==> src/rtl/ro_sample_sequencer_pkg.sv <==
// Shared types and default constants for the ring-oscillator sample sequencer.
// The count type matches the sample counter seen by the memory map.
package ro_sample_sequencer_pkg;

  localparam int DEF_RO_COUNT         = 20;
  localparam int DEF_NUM_SAMPLE_WIDTH = 48;
  localparam int DEF_WINDOW_WIDTH     = 16;
  localparam int DEF_SETTLE_CYCLES    = 3;
  localparam int DEF_PIPELINE_LATENCY = 5;

  typedef logic [DEF_NUM_SAMPLE_WIDTH-1:0] count_t;

  typedef enum logic [2:0] {
    S_IDLE,
    S_WAIT_SPACE,
    S_CLEAR,
    S_RUN,
    S_SETTLE,
    S_CAPTURE,
    S_DRAIN,
    S_DONE
  } t_seq_state;

  function automatic int max_int(input int a, input int b);
    return (a > b) ? a : b;
  endfunction

  // The shared settle/drain counter must also hold PIPELINE_LATENCY+1.
  function automatic int hold_width(input int settle, input int latency);
    return $clog2(max_int(settle, latency) + 1) + 1;
  endfunction

endpackage

==> src/rtl/ro_sample_sequencer_timer.sv <==
// Loadable down-counter; last is high while the count equals 1, i.e. in the
// final cycle of a loaded interval. Holds at zero once expired.
module ro_window_timer
  import ro_sample_sequencer_pkg::*;
#(
  parameter int WIDTH = DEF_WINDOW_WIDTH
) (
  input  logic             clk,
  input  logic             rst,
  input  logic             load,
  input  logic [WIDTH-1:0] load_value,
  output logic             last
);

  logic [WIDTH-1:0] count;

  always_ff @(posedge clk or posedge rst) begin
    if (rst) begin
      count <= '0;
    end else if (load) begin
      count <= load_value;
    end else if (count != '0) begin
      count <= count - WIDTH'(1);
    end
  end

  assign last = (count == WIDTH'(1));

endmodule

==> src/rtl/ro_sample_sequencer.sv <==
// Sequences clear / gated run / settle / capture per RO sample, throttled by the
// absorption FIFO at sample boundaries; done follows the last result's drain.
module ro_sample_sequencer
  import ro_sample_sequencer_pkg::*;
#(
  parameter int N                = DEF_RO_COUNT,
  parameter int NUM_SAMPLE_WIDTH = DEF_NUM_SAMPLE_WIDTH,
  parameter int WINDOW_WIDTH     = DEF_WINDOW_WIDTH,
  parameter int SETTLE_CYCLES    = DEF_SETTLE_CYCLES,
  parameter int PIPELINE_LATENCY = DEF_PIPELINE_LATENCY
) (
  input  logic                        clk,
  input  logic                        rst,
  input  logic                        go,
  input  logic [NUM_SAMPLE_WIDTH-1:0] num_samples,
  input  logic [WINDOW_WIDTH-1:0]     window_cycles,
  input  logic                        fifo_almost_full,
  output logic                        ro_clr,
  output logic                        ro_en,
  output logic                        capture,
  output logic                        busy,
  output logic                        done,
  output logic [NUM_SAMPLE_WIDTH-1:0] sample_count
);

  localparam int HOLD_WIDTH = hold_width(SETTLE_CYCLES, PIPELINE_LATENCY);
  localparam logic [HOLD_WIDTH-1:0] SETTLE_LOAD     = HOLD_WIDTH'(SETTLE_CYCLES);
  localparam logic [HOLD_WIDTH-1:0] DRAIN_LOAD      = HOLD_WIDTH'(PIPELINE_LATENCY);
  // An empty run still spends the accept cycle before draining, like a capture slot.
  localparam logic [HOLD_WIDTH-1:0] DRAIN_ZERO_LOAD = HOLD_WIDTH'(PIPELINE_LATENCY + 1);

  if (N < 1 || SETTLE_CYCLES < 1 || PIPELINE_LATENCY < 1) begin : g_bad_params
    $error("ro_sample_sequencer: N, SETTLE_CYCLES and PIPELINE_LATENCY must be >= 1");
  end

  t_seq_state                  state;
  logic [NUM_SAMPLE_WIDTH-1:0] num_q;
  logic [WINDOW_WIDTH-1:0]     window_q;

  logic                  accept;
  logic                  last_sample;
  logic                  run_load;
  logic                  run_last;
  logic                  hold_load;
  logic [HOLD_WIDTH-1:0] hold_value;
  logic                  hold_last;

  assign accept      = go && (state == S_IDLE || state == S_DONE);
  assign last_sample = (sample_count == num_q);

  always_comb begin
    run_load   = (state == S_CLEAR);
    hold_load  = 1'b0;
    hold_value = '0;
    case (state)
      S_IDLE, S_DONE: begin
        if (accept && num_samples == '0) begin
          hold_load  = 1'b1;
          hold_value = DRAIN_ZERO_LOAD;
        end
      end
      S_RUN: begin
        if (run_last) begin
          hold_load  = 1'b1;
          hold_value = SETTLE_LOAD;
        end
      end
      S_CAPTURE: begin
        if (last_sample) begin
          hold_load  = 1'b1;
          hold_value = DRAIN_LOAD;
        end
      end
      default: ;
    endcase
  end

  ro_window_timer #(.WIDTH(WINDOW_WIDTH)) u_run_timer (
    .clk        (clk),
    .rst        (rst),
    .load       (run_load),
    .load_value (window_q),
    .last       (run_last)
  );

  ro_window_timer #(.WIDTH(HOLD_WIDTH)) u_hold_timer (
    .clk        (clk),
    .rst        (rst),
    .load       (hold_load),
    .load_value (hold_value),
    .last       (hold_last)
  );

  always_ff @(posedge clk or posedge rst) begin
    if (rst) begin
      state        <= S_IDLE;
      num_q        <= '0;
      window_q     <= '0;
      sample_count <= '0;
      ro_clr       <= 1'b0;
      ro_en        <= 1'b0;
      capture      <= 1'b0;
      busy         <= 1'b0;
      done         <= 1'b0;
    end else begin
      ro_clr  <= 1'b0;
      capture <= 1'b0;
      case (state)
        S_IDLE, S_DONE: begin
          if (go) begin
            num_q        <= num_samples;
            window_q     <= (window_cycles == '0) ? WINDOW_WIDTH'(1) : window_cycles;
            sample_count <= '0;
            done         <= 1'b0;
            busy         <= 1'b1;
            if (num_samples == '0) begin
              state <= S_DRAIN;
            end else if (fifo_almost_full) begin
              state <= S_WAIT_SPACE;
            end else begin
              state  <= S_CLEAR;
              ro_clr <= 1'b1;
            end
          end
        end
        S_WAIT_SPACE: begin
          if (!fifo_almost_full) begin
            state  <= S_CLEAR;
            ro_clr <= 1'b1;
          end
        end
        S_CLEAR: begin
          state <= S_RUN;
          ro_en <= 1'b1;
        end
        S_RUN: begin
          if (run_last) begin
            state <= S_SETTLE;
            ro_en <= 1'b0;
          end
        end
        S_SETTLE: begin
          if (hold_last) begin
            state        <= S_CAPTURE;
            capture      <= 1'b1;
            sample_count <= sample_count + NUM_SAMPLE_WIDTH'(1);
          end
        end
        S_CAPTURE: begin
          // The FIFO flag is only consulted here, between samples.
          if (last_sample) begin
            state <= S_DRAIN;
          end else if (fifo_almost_full) begin
            state <= S_WAIT_SPACE;
          end else begin
            state  <= S_CLEAR;
            ro_clr <= 1'b1;
          end
        end
        S_DRAIN: begin
          if (hold_last) begin
            state <= S_DONE;
            done  <= 1'b1;
            busy  <= 1'b0;
          end
        end
        default: state <= S_IDLE;
      endcase
    end
  end

endmodule

==> config.mk <==
export PLATFORM = sky130hd
export DESIGN_NAME = ro_sample_sequencer
export DESIGN_NICKNAME = d
export VERILOG_FILES = /design/src/rtl/ro_sample_sequencer_pkg.sv /design/src/rtl/ro_sample_sequencer_timer.sv /design/src/rtl/ro_sample_sequencer.sv
export SDC_FILE = /design/constraint.sdc
export NUM_CORES = 1
export LEC_CHECK = 0
export BUFFER_PORTS_ARGS = -buffer_cell sky130_fd_sc_hd__buf_4
export CAP_MARGIN = 5
export CORE_ASPECT_RATIO = 0.6
export CORE_MARGIN = 10
export CORE_UTILIZATION = 55
export CTS_CLUSTER_SIZE = 12
export DETAILED_ROUTE_END_ITERATION = 16
export GPL_TIMING_DRIVEN = 0
export PLACE_DENSITY = 0.78
export SETUP_SLACK_MARGIN = 0.05
export SLEW_MARGIN = 20
export SYNTH_ARGS = -nofsm -noshare
export SYNTH_HDL_FRONTEND = slang
export SYNTH_SLANG_ARGS = --single-unit
==> constraint.sdc <==
create_clock -name clk -period 5.1 [get_ports clk]
set_input_delay 0.255 -clock clk [delete_from_list [all_inputs] [get_ports clk]]
set_output_delay 0.255 -clock clk [all_outputs]
set_load 0.01 [all_outputs]
# Word-level counts from Yosys, hierarchy flattened
# Index checks and enable logic that the tools add are counted.
[word_totals]
out_inout_bits = 53
reg_bits = 140
[classes]
n_mux = 40
n_addsub = 3
reduce_logical = 19
n_eq_ne = 15
[op_table]
columns = ["operator", "n"]
rows = [
  ["48-bit 2-to-1 mux", 2],
  ["48-bit one-hot mux with 2 select lines", 1],
  ["48-bit by 1-bit adder with 48-bit output (second input constant)", 1],
  ["48-bit == test", 1],
  ["48-bit logical NOT", 1],
  ["16-bit 2-to-1 mux", 3],
  ["3-bit 2-to-1 mux", 9],
  ["3-bit one-hot mux with 7 select lines", 1],
  ["16-bit by 1-bit == test with 1-bit output (second input constant)", 1],
  ["16-bit logical NOT", 1],
  ["16-bit nonzero test", 1],
  ["16-bit by 1-bit subtractor with 16-bit output (second input constant)", 1],
  ["1-bit 2-to-1 mux", 14],
  ["3-bit == test (second input constant)", 4],
  ["2-bit inequality test (second input constant)", 5],
  ["2-bit nonzero test", 5],
  ["3-bit one-hot mux with 3 select lines", 1],
  ["4-bit 2-to-1 mux", 2],
  ["3-bit by 2-bit == test with 1-bit output (second input constant)", 2],
  ["1-bit one-hot mux with 2 select lines", 3],
  ["1-bit one-hot mux with 3 select lines", 2],
  ["3-bit AND reduction", 2],
  ["5-bit AND reduction", 1],
  ["4-bit by 1-bit == test with 1-bit output (second input constant)", 1],
  ["9 further kinds", 12],
]

# Longest topological paths before layout
# Gate-level depths: netlist of run 1.
[depth]
word_depth = 7
ltp_mapped = 10

# Cells and area by module
# Synthesis of run 1 repeated with hierarchy kept, for this count alone.
[unflattened]
cells_unflattened = 813
hier_area_um2 = 7397.1
[by_module_without_submodules]
columns = ["mod", "n_inst", "cells_per_inst", "area_per_inst_um2"]
rows = [
  ["ro_sample_sequencer", 1, 679, 6088.3],
  ["ro_window_timer at u_run_timer", 1, 108, 1042.2],
  ["ro_window_timer at u_hold_timer", 1, 26, 266.5],
]

# Worst setup path before layout of run 1
# No wires, ideal clock.
[synth_path]
path_type = "register to register"
from = "register u_run_timer.count[8]"
to = "register state[1]"
arrival_ns = 1.923
path_slack_ns = 3.037
synth_period_minus_slack_ns = 2.063
required_time_ns = 4.960
n_path_buf = 0
stages_incl_launch_ff = 7
cell_sequence = "dfrtp_1 -> or4_4 -> nor4_4 -> and4_4 -> o31ai_2 -> a2111oi_1 -> a211oi_1"
[synth_between]
elab_chain_cells = 3
[synth_lines]
columns = ["item", "line_no", "rtl"]
rows = [
  ["start, declared", "ro_sample_sequencer_timer.sv:15", "logic [WIDTH-1:0] count;"],
  ["start signal, assigned", "ro_sample_sequencer_timer.sv:21", "count <= load_value;"],
  ["start signal, assigned", "ro_sample_sequencer_timer.sv:23", "count <= count - WIDTH'(1);"],
  ["16-bit by 1-bit == test with 1-bit output", "ro_sample_sequencer_timer.sv:27", "assign last = (count == WIDTH'(1));"],
  ["2-bit inequality test (no source line)", "-", ""],
  ["5-bit AND reduction (no source line)", "-", ""],
  ["end signal, assigned", "ro_sample_sequencer.sv:96", "state <= S_IDLE;"],
  ["end signal, assigned", "ro_sample_sequencer.sv:117", "state <= S_DRAIN;"],
  ["end signal, assigned", "ro_sample_sequencer.sv:119", "state <= S_WAIT_SPACE;"],
  ["end, declared", "ro_sample_sequencer.sv:36", "t_seq_state state;"],
]
# No other way between the ends.
# A chain may end at the register's enable or synchronous reset.

# Worst setup path after layout of run 1
[layout_path]
from = "register u_hold_timer.count[0]"
to = "register sample_count[22]"
[layout_between]
elab_chain_cells = 3
[layout_lines]
columns = ["item", "line_no", "rtl"]
rows = [
  ["start, declared", "ro_sample_sequencer_timer.sv:15", ""],
  ["start signal, assigned", "ro_sample_sequencer_timer.sv:21", ""],
  ["start signal, assigned", "ro_sample_sequencer_timer.sv:23", ""],
  ["4-bit by 1-bit == test with 1-bit output", "ro_sample_sequencer_timer.sv:27", ""],
  ["2-bit inequality test (no source line)", "-", ""],
  ["3-bit AND reduction (no source line)", "-", ""],
  ["end signal, assigned", "ro_sample_sequencer.sv:146", "sample_count <= sample_count + NUM_SAMPLE_WIDTH'(1);"],
  ["end, declared", "ro_sample_sequencer.sv:23", "output logic [NUM_SAMPLE_WIDTH-1:0] sample_count"],
]
# No other way between the ends.

==> results by group, run 1 <==
Run status
  • Status: finished clean

Critical path
  • Worst EP required: 5.39 ns
  • CP max-delay cell: clkbuf_1
  • Startpoint Class: flip-flop
  • CP max FO: 10
  • Max incr delay on CP: between 0.5 and 0.6 ns
  • Crit path DAT: 3.10 ns
  • WP buf/inv: 2
  • Crit path cell chain: ha_1 -> nor3b_2 -> nand3_1 -> inv_1 -> o211ai_2 -> clkbuf_1 -> nor3_1 -> xnor2_1 -> nor2_1
  • Crit path max-delay family: buffers and inverters
  • Crit Path Class: reg2reg
  • CP Capture Type: flip-flop

Synth
  • Syn avg cell area: around 8.8 µm²
  • Synthesis-stage register bit count: 140
  • Cells after Synth: 820
  • Net Count, Synth: 895
  • Synth warn: 0
  • Synth cell types: 56
  • Synth async-reset ratio: 100%
  • Ys flop type: dfrtp_1
  • Synth Cell Area: approximately 7200 µm²
  • EDFF count, synth: 0
  • Register area share after synthesis: about half

Detailed routing
  • Via Count: 6630
  • Vias per Instance: between 5 and 6
  • Initial drt markers: roughly 840
  • DRT Wirelength: 22.7 mm
  • ANT nets after route: 0
  • DRT Pass-1 Iters: 5
  • # DRC: 0
  • WL/cell: 19.8 µm

Clock tree
  • CTS clock-pin slew for the worst setup and hold paths: 0.06 ns
  • H-tree levels: 4
  • Clock buffer depth: 2
  • CTS tree: done
  • Root Buffer: clkbuf_16
  • Clock latency on the worst-skew pair: 0.43 ns
  • CTS Buf Count: 17
  • TritonCTS Sinks: 140

Global routing
  • Total Routing Usage GR: 24.9%
  • Initial antenna violation count: 0
  • Vias in the first global route: between 6000 and 7000
  • Largest net degree at the start of global routing: 96
  • First-pass GRT wire length: 35.7 mm
  • Overflow left after global routing: 0

Power
  • Comb power frac: ~32%
  • Leak Pwr: 0.00437 µW
  • Peak VDD IR: 0.280 mV
  • Sw frac: 37.8%
  • Power share of the sequential group: between 30% and 40%
  • Internal power: 2760 µW
  • Power share of the clock group: roughly 29%
  • Sw power: 1670 µW
  • PD cells: 494 nW/µm²

Timing
  • RSZ-0062 raised after global routing: false
  • F_max: 0.356 GHz
  • Slew HR: 33.7%
  • Fin. Hold Viols: 0
  • Worst hold slack: ~0.027 ns
  • Final Skew: between 0.008 and 0.009 ns
  • Pins Over Slew Limit: 0
  • Setup Viol. Count Final: 0
  • Slew @ Worst Pin: 0.988 ns
  • Post-layout min period: 2.81 ns
  • Crit share post-route: 55.0%
  • Setup ws final: roughly 2.3 ns

Place
  • Setup Slack @ Placement: 2.38 ns
  • GP Congestion: approximately 0.94
  • Buffers on Ports: 120
  • HPWL after DPL: 17.0 mm

Finish
  • Fillers: 1027
  • ANT cells: 0
  • Layout area overhead: 24.4%
  • Final Core Density: a little over two thirds
  • Final #Nets: 1036
  • Share of cells above drive strength 1: between 10% and 20%

Die
  • Starting Density: 56.1%
  • I/O pin count: 121
  • Die ar.: around 18000 µm²
  • Core Footprint: 12900 µm²
  • Die X: 168 µm
  • Num rows: 32
  • Chip height: between 100 and 150 µm

Min path
  • Worst Hold Class: in2reg

Flow run
  • Max-Cap Viols: 0
[cell usage in the layout (no fill, tap or decap), types with 3 or more instances in the layout]
cell type     n
xnor2_1      37
nand2_1     234
nand3_1      20
buf_1         3
nor2_1       53
nor2b_1       3
ha_1          7
clkbuf_16    17
xor2_1       55
and3_1        4
nor3b_1       6
nor3_1       33
o21ai_0      28
bufinv_16     3
and4_1        6
or3_1        12
nand4_1      22
a21o_1        5
buf_4       121
clkinv_2      3
clkinvlp_4    4
clkbuf_1     30
dfrtp_1     140
nor4_1       34
a211oi_1      7
inv_1        21
a21oi_1      19
[worst register-to-register path, stage by stage, from the launching register on]
cell      delay (ns)
dfrtp_1         0.42
ha_1            0.22
nor3b_2         0.17
nand3_1         0.20
inv_1           0.19
o211ai_2        0.54
clkbuf_1        0.56
nor3_1          0.17
xnor2_1         0.17
nor2_1          0.05
[layer usage]
| layer | vias to the layer above | routed length, µm | share of wire, % | global-route usage [%] |
|---|---|---|---|---|
| met1 | 3173 | 10100 | 45 | 35.7 |
| met2 | 367 | 9440 | 42 | 34.9 |
| met3 | 25 | 2850 | 13 | 8.98 |
| li1 | 3065 | - | - | - |
| met5 | - | 0 | 0 | 0 |
| met4 | 0 | 301 | 1.3 | 6.00 |
[kinds of logic after synthesis]
group | Yosys count | synth area share [%]
mux | 2 | 0.312
buf+inv | 59 | 3.28
fa+ha+maj | 7 | 1.21
simple gates | 439 | 28.3
compound gates | 81 | 7.15
xor+xnor | 92 | 11.2
flops | 140 | 48.6
[power by group through the flow]
stage,Clock (µW),Sequential (µW),Combinational (µW)
after floorplan,0,1670,979
after global placement,0,1720,1340
after detailed placement,0,1740,1380
after CTS,1280,1730,1400
after global routing,1320,1770,1590
final,1280,1740,1420
[state kept, by name, summed over array words and instances, names as in the netlist]
| name | cells |
|---|---|
| capture | 1 |
| ro_en | 1 |
| ro_clr | 1 |
| sample_count | 48 |
| done | 1 |
| num_q | 48 |
| state | 3 |
| busy | 1 |
| u_hold_timer.count | 4 |
| window_q | 16 |
| u_run_timer.count | 16 |
[timing repair]
item / 4_1_cts / 5_1_grt
hold buffers: 1 / 0
buffers inserted: 0 / 0
endpoints found under the hold margin: 45 / 0
resized for setup: 0 / 0
[worst paths after layout]
check,start,to,slack (ns),cells after the start
worst max-delay path,u_hold_timer.count[0],sample_count[22],2.29,9
worst min-delay path,window_cycles[9],window_q[9],0.03,3
worst max register to register,u_hold_timer.count[0],sample_count[22],2.29,9
worst min register to register,window_q[2],window_q[2],0.48,2
max in group asynchronous,rst,sample_count[9],3.95,4
min in group asynchronous,rst,u_hold_timer.count[3],0.39,3
[cells in the mapped netlist, drive strengths merged, types with 7 or more instances]
| master | number | area (µm²) |
|---|---|---|
| a211oi | 7 | 52.6 |
| a21oi | 19 | 95.1 |
| and4 | 7 | 63.8 |
| buf | 7 | 40.0 |
| clkbuf | 30 | 114 |
| dfrtp | 140 | 3500 |
| ha | 7 | 87.6 |
| inv | 22 | 82.6 |
| nand2 | 234 | 878 |
| nand3 | 20 | 100 |
| nand4 | 23 | 150 |
| nor2 | 53 | 199 |
| nor3 | 34 | 175 |
| nor3b | 7 | 57.6 |
| nor4 | 36 | 246 |
| o21ai | 29 | 145 |
| or3 | 12 | 75.1 |
| xnor2 | 37 | 324 |
| xor2 | 55 | 482 |
[cell type report]
type,count,area (µm²),share of cell area (%)
Buffer,37,154,1.72
Sequential cell,140,3500,39.1
Multi-Input combinational cell,621,3470,38.7
Timing Repair Buffer,122,938,10.5
Tap cell,170,213,2.37
Clock buffer,18,429,4.79
Inverter,22,90.1,1.00
Clock inverter,14,170,1.90
[through the flow]
stage               total power [µW]  instances  setup TNS [ns]  instance area (µm²)
floorplan                       2650        820               0                 7210
global placement                3060       1110          -66.03                 8320
detailed placement              3110       1111               0                 8360
CTS                             4400       1144               0                 8970
global route                    4690       1144               0                 8970
finish                          4430       1144               0                 8970
Note: power is estimated with default switching activity, not from simulation.
==> run 2, diff against run 1 <==
ABC_AREA = 1   (was unset)
CORE_UTILIZATION = 52   (was 55)
PLACE_DENSITY = 0.77   (was 0.78)
clock period = 2.47 ns   (was 5.1 ns; I/O delays follow)
==> run 2 against run 1 <==
- the run now ends with hold timing left
- cell area is 19% higher
- wire length is 20% higher
- critical endpoint is now window_q[0]
- global-route usage is 0.41 points higher
- maximum frequency is 24% higher
- critical path type unchanged
- clock power is 100% higher
- register-to-register slack worse by 2.1 ns
==> results by group, run 2 <==
Timing
  • Crit share post-route: 91.4% (was 55.0%)
  • Setup TNS: 0 ns (unchanged)
  • Fin. Hold Viols: 1 (was 0)
  • RSZ-0062 raised after global routing: false (unchanged)
  • Setup Viol. Count Final: 0 (unchanged)
  • Slew @ Worst Pin: 0.739 ns (was 0.988 ns)
  • Slew HR: 50.8% (was 33.7%)
  • Worst hold slack: -0.00101 ns (was 0.0267 ns)
  • Final Skew: 0.0167 ns (was 0.00850 ns)
  • Pins Over Slew Limit: 0 (unchanged)
  • F_max: 0.443 GHz (was 0.356 GHz)
  • Post-layout min period: 2.26 ns (was 2.81 ns)

Finish
  • Commonest non-fill, non-tap cell in the layout: nand2_1 (unchanged)
  • Area of the multi-input gates: 4100 µm² (was 3470 µm²)
  • Share of cells above drive strength 1: 15.9% (was 17.5%)
  • Largest regs: num_q x48, sample_count x48 (unchanged)
  • Final Core Density: 68.8% (was 69.8%)
  • ANT cells: 0 (unchanged)
  • Register Area: 3510 µm² (was 3500 µm²)
  • Fillers: 1302 (was 1027)
  • Commonest cells after routing, fill and taps aside: nand2_1, nor2_1, inv_1, dfrtp_1, buf_4 (was nand2_1, dfrtp_1, buf_4, xor2_1, nor2_1)
  • Final #Nets: 1439 (was 1036)
  • Layout area overhead: 28.3% (was 24.4%)

Synth
  • Synth cell types: 48 (was 56)
  • Top-count cell post-synth: nand2_1 (unchanged)
  • Cells after Synth: 1171 (was 820)
  • Synth cell count leaders: nand2_1, nor2_1, inv_1 (was nand2_1, dfrtp_1, xor2_1)
  • Synth async-reset ratio: 100% (unchanged)
  • EDFF count, synth: 0 (unchanged)
  • Synth warn: 0 (unchanged)
  • Synthesis-stage register bit count: 140 (unchanged)
  • Syn avg cell area: 7.10 µm² (was 8.79 µm²)
  • Top cells by area, synth: dfrtp_1, nand2_1, nor2_1, inv_1, o21ai_0 (was dfrtp_1, nand2_1, xor2_1, xnor2_1, nor4_1)
  • Synth top area share: 42.1% (was 48.6%)
  • Net Count, Synth: 1246 (was 895)
  • Biggest area consumer among synthesized cells: dfrtp_1 (unchanged)
  • Register area share after synthesis: 42.1% (was 48.6%)
  • Synth Cell Area: 8310 µm² (was 7210 µm²)
  • Ys flop type: dfrtp_1 (unchanged)

Detailed routing
  • Initial drt markers: 1109 (was 843)
  • WL/cell: 17.3 µm (was 19.8 µm)
  • Via Count: 8599 (was 6630)
  • ANT nets after route: 0 (unchanged)
  • DRT Pass-1 Iters: 6 (was 5)
  • Vias per Instance: 5.44 (was 5.80)
  • DRT Wirelength: 27.3 mm (was 22.7 mm)
  • # DRC: 0 (unchanged)

Die
  • Die ar.: 21600 µm² (was 18200 µm²)
  • Num rows: 35 (was 32)
  • Chip height: 118 µm (was 109 µm)
  • Starting Density: 53.6% (was 56.1%)
  • Die X: 183 µm (was 168 µm)
  • I/O pin count: 121 (unchanged)
  • Core Footprint: 15500 µm² (was 12900 µm²)

Clock tree
  • Setup bufs post-CTS: 0 (unchanged)
  • Clock buffer depth: 2 (unchanged)
  • TritonCTS Sinks: 140 (unchanged)
  • CTS clock-pin slew for the worst setup and hold paths: 0.07 ns (was 0.06 ns)
  • Clock latency on the worst-skew pair: 0.43 ns (about the same)
  • Root Buffer: clkbuf_16 (unchanged)
  • CTS tree: done (unchanged)
  • H-tree levels: 4 (unchanged)
  • CTS Buf Count: 17 (unchanged)

Min path
  • Worst Hold Class: in2reg (unchanged)
  • Worst hold start: num_samples[41] (was window_cycles[9])

Global routing
  • Initial antenna violation count: 0 (unchanged)
  • Overflow left after global routing: 0 (unchanged)
  • Total Routing Usage GR: 25.3% (was 24.9%)
  • Vias in the first global route: 8036 (was 6486)
  • First-pass GRT wire length: 44.0 mm (was 35.7 mm)
  • Largest net degree at the start of global routing: 33 (was 96)

Critical path
  • Worst EP required: 2.84 ns (was 5.39 ns)
  • R2r startpoint: state[1] (was u_hold_timer.count[0])
  • Crit Path Class: reg2reg (unchanged)
  • CP max FO: 10 (unchanged)
  • CP Capture Type: flip-flop (unchanged)
  • Worst setup startpoint: state[1] (was u_hold_timer.count[0])
  • Startpoint Class: flip-flop (unchanged)
  • Crit path DAT: 2.62 ns (was 3.10 ns)

Place
  • HPWL after DPL: 20.4 mm (was 17.0 mm)
  • GP Congestion: 0.960 (was 0.940)
  • Buffers on Ports: 120 (unchanged)

Flow run
  • Max-Cap Viols: 0 (unchanged)

Power
  • PD cells: 923 nW/µm² (was 494 nW/µm²)
  • Leak Pwr: 0.00513 µW (was 0.00437 µW)
  • Peak VDD IR: 0.575 mV (was 0.280 mV)

Run status
  • Status: finished, violations left (was finished clean)
  • Failing checks: hold timing
run 2: cell types whose count changed after synthesis, sizes merged, moves of 19 or more:
cell and change:
nor4 -26, nand3 +31, xnor2 -19, xor2 -38, inv +127, nand2 +136, nor2 +123, o21ai +59
run 2: area by class of cell:
cell class | instances | area share (%)
Multi-Input combinational cell | 849 | 38.4
Timing Repair Buffer | 174 | 14.1
Clock buffer | 18 | 4.12
Inverter | 150 | 5.32
Buffer | 32 | 1.41
Sequential cell | 140 | 32.9
Clock inverter | 14 | 1.38
Tap cell | 203 | 2.38
run 2: stage by stage:
stage	cells	total power [µW]	cell area, µm²	setup slack (ns)
global placement	1494	6940	9470	-0.342
floorplan	1171	5990	8320	0.597
global route	1580	10500	10700	0.0889
CTS	1580	9750	10700	0.196
detailed placement	1499	7080	9590	0.222
finish	1580	9840	10700	0.212
run 2: what timing repair did:
action,CTS,global route
hold endpoints to repair,67,0
endpoints found under the setup margin,0,4
hold buffers,49,0
gates resized for setup,0,3
run 2: kinds of logic (layout without fill, tap and decap cells):
kind of cell	Yosys count	after routing	synth area share, %
and+or+nand+nor	656	656	34.3
buffers and inverters	182	388	8.60
AOI/OAI and AO/OA	151	151	10.2
DFF	140	140	42.1
xor gates and xnor gates	35	35	3.69
adders and majority gates	7	7	1.05
run 2: worst max-delay path, stage by stage, from the launching register on:
cell           delay [ns]
dfrtp_1              0.37
buf_6                0.14
o21ai_2              0.17
nand2_4              0.09
nor2_4               0.30
buf_2                0.36
nor2_1               0.08
a21oi_1              0.12
dlygate4sd3_1        0.56
run 2: path summary, 6_finish.rpt:
| kind | endpoint | slack (ns) | cells after the start |
|---|---|---|---|
| min in group asynchronous | num_q[44] | 0.30 | 3 |
| worst min register to register | window_q[7] | 0.47 | 2 |
| worst min-delay path | num_q[41] | -0.001 | 3 |
| worst max register to register | window_q[0] | 0.21 | 8 |
| worst max-delay path | window_q[0] | 0.21 | 8 |
| max in group asynchronous | u_run_timer.count[12] | 1.25 | 6 |
run 2: per-layer routing:
layer,GRT usage [%],wire (µm)
met1,37.7,12800
met2,33.6,10900
met3,9.00,3250
met4,5.56,414
met5,0,0
run 2: report_power, final:
| part | switching (µW) | total (µW) | internal [µW] | leakage (µW) |
|---|---|---|---|---|
| clock network | 1140 | 2600 | 1450 | 0.000281 |
| registers | 486 | 3540 | 3050 | 0.00178 |
| logic | 2380 | 3710 | 1330 | 0.00306 |
| total | 4010 | 9840 | 5830 | 0.00513 |
==> run 3, diff against run 2 <==
CORE_UTILIZATION = 54   (was 52)
CTS_BUF_LIST = sky130_fd_sc_hd__clkbuf_8   (was unset)
PLACE_DENSITY = 0.79   (was 0.77)
==> run 3 against run 2 <==
- the flow now finishes without violations
- clock power down 27%
- sequential share of layout area up 0.29 points
- largest cell class unchanged
- total power down 7.8%
==> results by group, run 3 (synthesis gave the netlist of run 2 again) <==
Detailed routing
  • Via Count: 8616 (was 8599)
  • Met2 routed WL: 10.6 mm (was 10.9 mm)
  • Met1 WL: 12.5 mm (was 12.8 mm)
  • Initial drt markers: 1042 (was 1109)
  • WL/cell: 16.7 µm (was 17.3 µm)
  • DRT Pass-1 Iters: 5 (was 6)
  • Metal3 WL: 3.04 mm (was 3.25 mm)
  • Top routing layer used: met4 (unchanged)
  • Vias per Instance: 5.41 (was 5.44)
  • DRT Wirelength: 26.6 mm (was 27.3 mm)
  • # DRC: 0 (unchanged)
  • ANT nets after route: 0 (unchanged)

Timing
  • Pins Over Slew Limit: 0 (unchanged)
  • Setup ws final: 0.228 ns (was 0.212 ns)
  • Post-layout min period: 2.24 ns (was 2.26 ns)
  • Setup Viol. Count Final: 0 (unchanged)
  • Fin. Hold Viols: 0 (was 1)
  • Slew HR: 54.3% (was 50.8%)
  • RSZ-0062 raised after global routing: false (unchanged)
  • F_max: 0.446 GHz (was 0.443 GHz)
  • Final Skew: 0.0116 ns (was 0.0167 ns)
  • Crit share post-route: 90.8% (was 91.4%)
  • Slew @ Worst Pin: 0.685 ns (was 0.739 ns)

Place
  • Buffers on Ports: 120 (unchanged)
  • GP Congestion: 0.959 (was 0.960)
  • Setup Slack @ Placement: 0.207 ns (was 0.222 ns)
  • HPWL after DPL: 20.1 mm (was 20.4 mm)

Critical path
  • R2R setup slack: 0.23 ns (was 0.21 ns)
  • Crit Path Class: reg2reg (unchanged)
  • Worst setup startpoint: sample_count[35] (was state[1])
  • Crit path max-delay family: simple AND/OR/NAND/NOR gates (was buffers and inverters)
  • R2r startpoint: sample_count[35] (was state[1])
  • CP max FO: 6 (was 10)
  • Startpoint Class: flip-flop (unchanged)
  • Worst EP required: 2.87 ns (was 2.84 ns)
  • Crit path DAT: 2.64 ns (was 2.62 ns)
  • End of the worst register-to-register path: sample_count[44] (was window_q[0])
  • CP Capture Type: flip-flop (unchanged)
  • CP max-delay cell: nor4_1 (was dlygate4sd3_1)
  • Crit path cell chain: clkbuf_1 -> nand2_1 -> nor2_1 -> nand2_1 -> nor4_1 -> nand3_1 -> xor2_1 -> nor2_1 -> nand2_1 -> nand2_1 (was buf_6 -> o21ai_2 -> nand2_4 -> nor2_4 -> buf_2 -> nor2_1 -> a21oi_1 -> dlygate4sd3_1)
  • Worst r2r path cells: 10 (was 8)
  • WP buf/inv: 1 (was 3)
  • Max incr delay on CP: 0.41 ns (was 0.56 ns)
  • Most used cell, CP: nand2_1

Global routing
  • First-pass GRT wire length: 43.3 mm (was 44.0 mm)
  • Total Routing Usage GR: 25.7% (was 25.3%)
  • Largest net degree at the start of global routing: 35 (was 33)
  • Overflow left after global routing: 0 (unchanged)
  • Initial antenna violation count: 0 (unchanged)
  • Vias in the first global route: 8238 (was 8036)

Min path
  • Worst Hold Depth: 3 (unchanged)
  • Worst Hold Class: in2reg (unchanged)
  • Worst hold start: num_samples[45] (was num_samples[41])
  • Hold endpoint: num_q[45] (was num_q[41])

Power
  • Power share of the sequential group: 38.9% (was 35.9%)
  • Total power: 9080 µW (was 9840 µW)
  • Comb power frac: 40.3% (was 37.7%)
  • PD cells: 859 nW/µm² (was 923 nW/µm²)
  • Sw power: 3880 µW (was 4010 µW)
  • Sw frac: 42.7% (was 40.7%)
  • Leak Pwr: 0.00507 µW (was 0.00513 µW)
  • Internal power: 5200 µW (was 5830 µW)
  • Power share of the clock group: 20.8% (was 26.4%)
  • Peak VDD IR: 0.485 mV (was 0.575 mV)

Finish
  • Commonest non-fill, non-tap cell in the layout: nand2_1 (unchanged)
  • Largest regs: num_q x48, sample_count x48 (unchanged)
  • Final Core Density: 69.6% (was 68.8%)
  • Layout area overhead: 27.2% (was 28.3%)
  • Share of cells above drive strength 1: 15.7% (was 15.9%)
  • Final #Nets: 1452 (was 1439)
  • ANT cells: 0 (unchanged)
  • Commonest cells after routing, fill and taps aside: nand2_1, nor2_1, inv_1, dfrtp_1, buf_4 (unchanged)

Die
  • Die X: 180 µm (was 183 µm)
  • Chip height: 116 µm (was 118 µm)
  • Core Footprint: 15200 µm² (was 15500 µm²)
  • Num rows: 35 (unchanged)
  • Starting Density: 54.7% (was 53.6%)
  • Die ar.: 20900 µm² (was 21600 µm²)
  • I/O pin count: 121 (unchanged)

Clock tree
  • Setup bufs post-CTS: 0 (unchanged)
  • CTS Buf Count: 17 (unchanged)
  • TritonCTS Sinks: 140 (unchanged)
  • Clock latency on the worst-skew pair: 0.45 ns (was 0.43 ns)
  • Clock buffer depth: 2 (unchanged)
  • Root Buffer: clkbuf_8 (was clkbuf_16)
  • CTS tree: done (unchanged)
  • CTS clock-pin slew for the worst setup and hold paths: 0.09 ns (was 0.07 ns)
  • H-tree levels: 4 (unchanged)

Run status
  • Status: finished clean (was finished, violations left)

Flow run
  • Max-Cap Viols: 0 (unchanged)
run 3: cell count changes in the layout (fill, tap and decap cells not counted), sizes merged:
cell         before  now
clkbuf           36   35
dlygate4sd3      49   63
buf             139  138
clkinvlp          4    5
run 3: cell type report:
type / count / area (µm²)
timing repair buffer: 187 / 1610
multi-input combinational: 849 / 4100
sequential: 140 / 3510
clock buffer: 17 / 234
buffer: 32 / 150
fill: 1230 / 4620
clock inverter: 15 / 151
tap: 203 / 254
inverter: 150 / 568
run 3: metrics by stage:
step,instance area [µm²],cells,setup TNS (ns),hold WS [ns]
after floorplan,8320,1171,0,0.240
after global placement,9470,1494,-47.23,0.335
after detailed placement,9550,1498,0,0.243
after CTS,10600,1593,0,0.00637
after global routing,10600,1593,0,0.0189
final,10600,1593,0,0.00971
run 3: how the worst max path moves through the flow:
stage / endpoint / cells after the start
after global routing: sample_count[36] / 11
after global placement: window_q[9] / 2
after detailed placement: u_hold_timer.count[0] / 13
after floorplan: busy / 1
after CTS: u_hold_timer.count[0] / 13
final: sample_count[44] / 10
run 3: timing repair:
item / in CTS / in global routing
hold buffers: 63 / 0
endpoints found under the setup margin: 0 / 6
gates resized for setup: 0 / 3
hold endpoints to repair: 86 / 0
run 3: power by group through the flow:
stage	registers, µW	logic, µW	clock network [µW]
detailed placement	3550	3510	0
global placement	3530	3380	0
global route	3630	4140	1990
finish	3540	3660	1890
CTS	3520	3610	1890
floorplan	3450	2540	0
run 3: routing by layer:
metal  vias up  GRT usage, %
met4         0          7.13
met1      4010          36.6
met5         -             0
li1       4126             -
met2       441          35.8
met3        39          9.19
run 3: worst register-to-register path, cell delays in order (launching register included):
cell and delay [ns]:
dfrtp_1 0.38, clkbuf_1 0.31, nand2_1 0.09, nor2_1 0.24, nand2_1 0.11, nor4_1 0.41, nand3_1 0.24, xor2_1 0.20
nor2_1 0.10, nand2_1 0.06, nand2_1 0.06
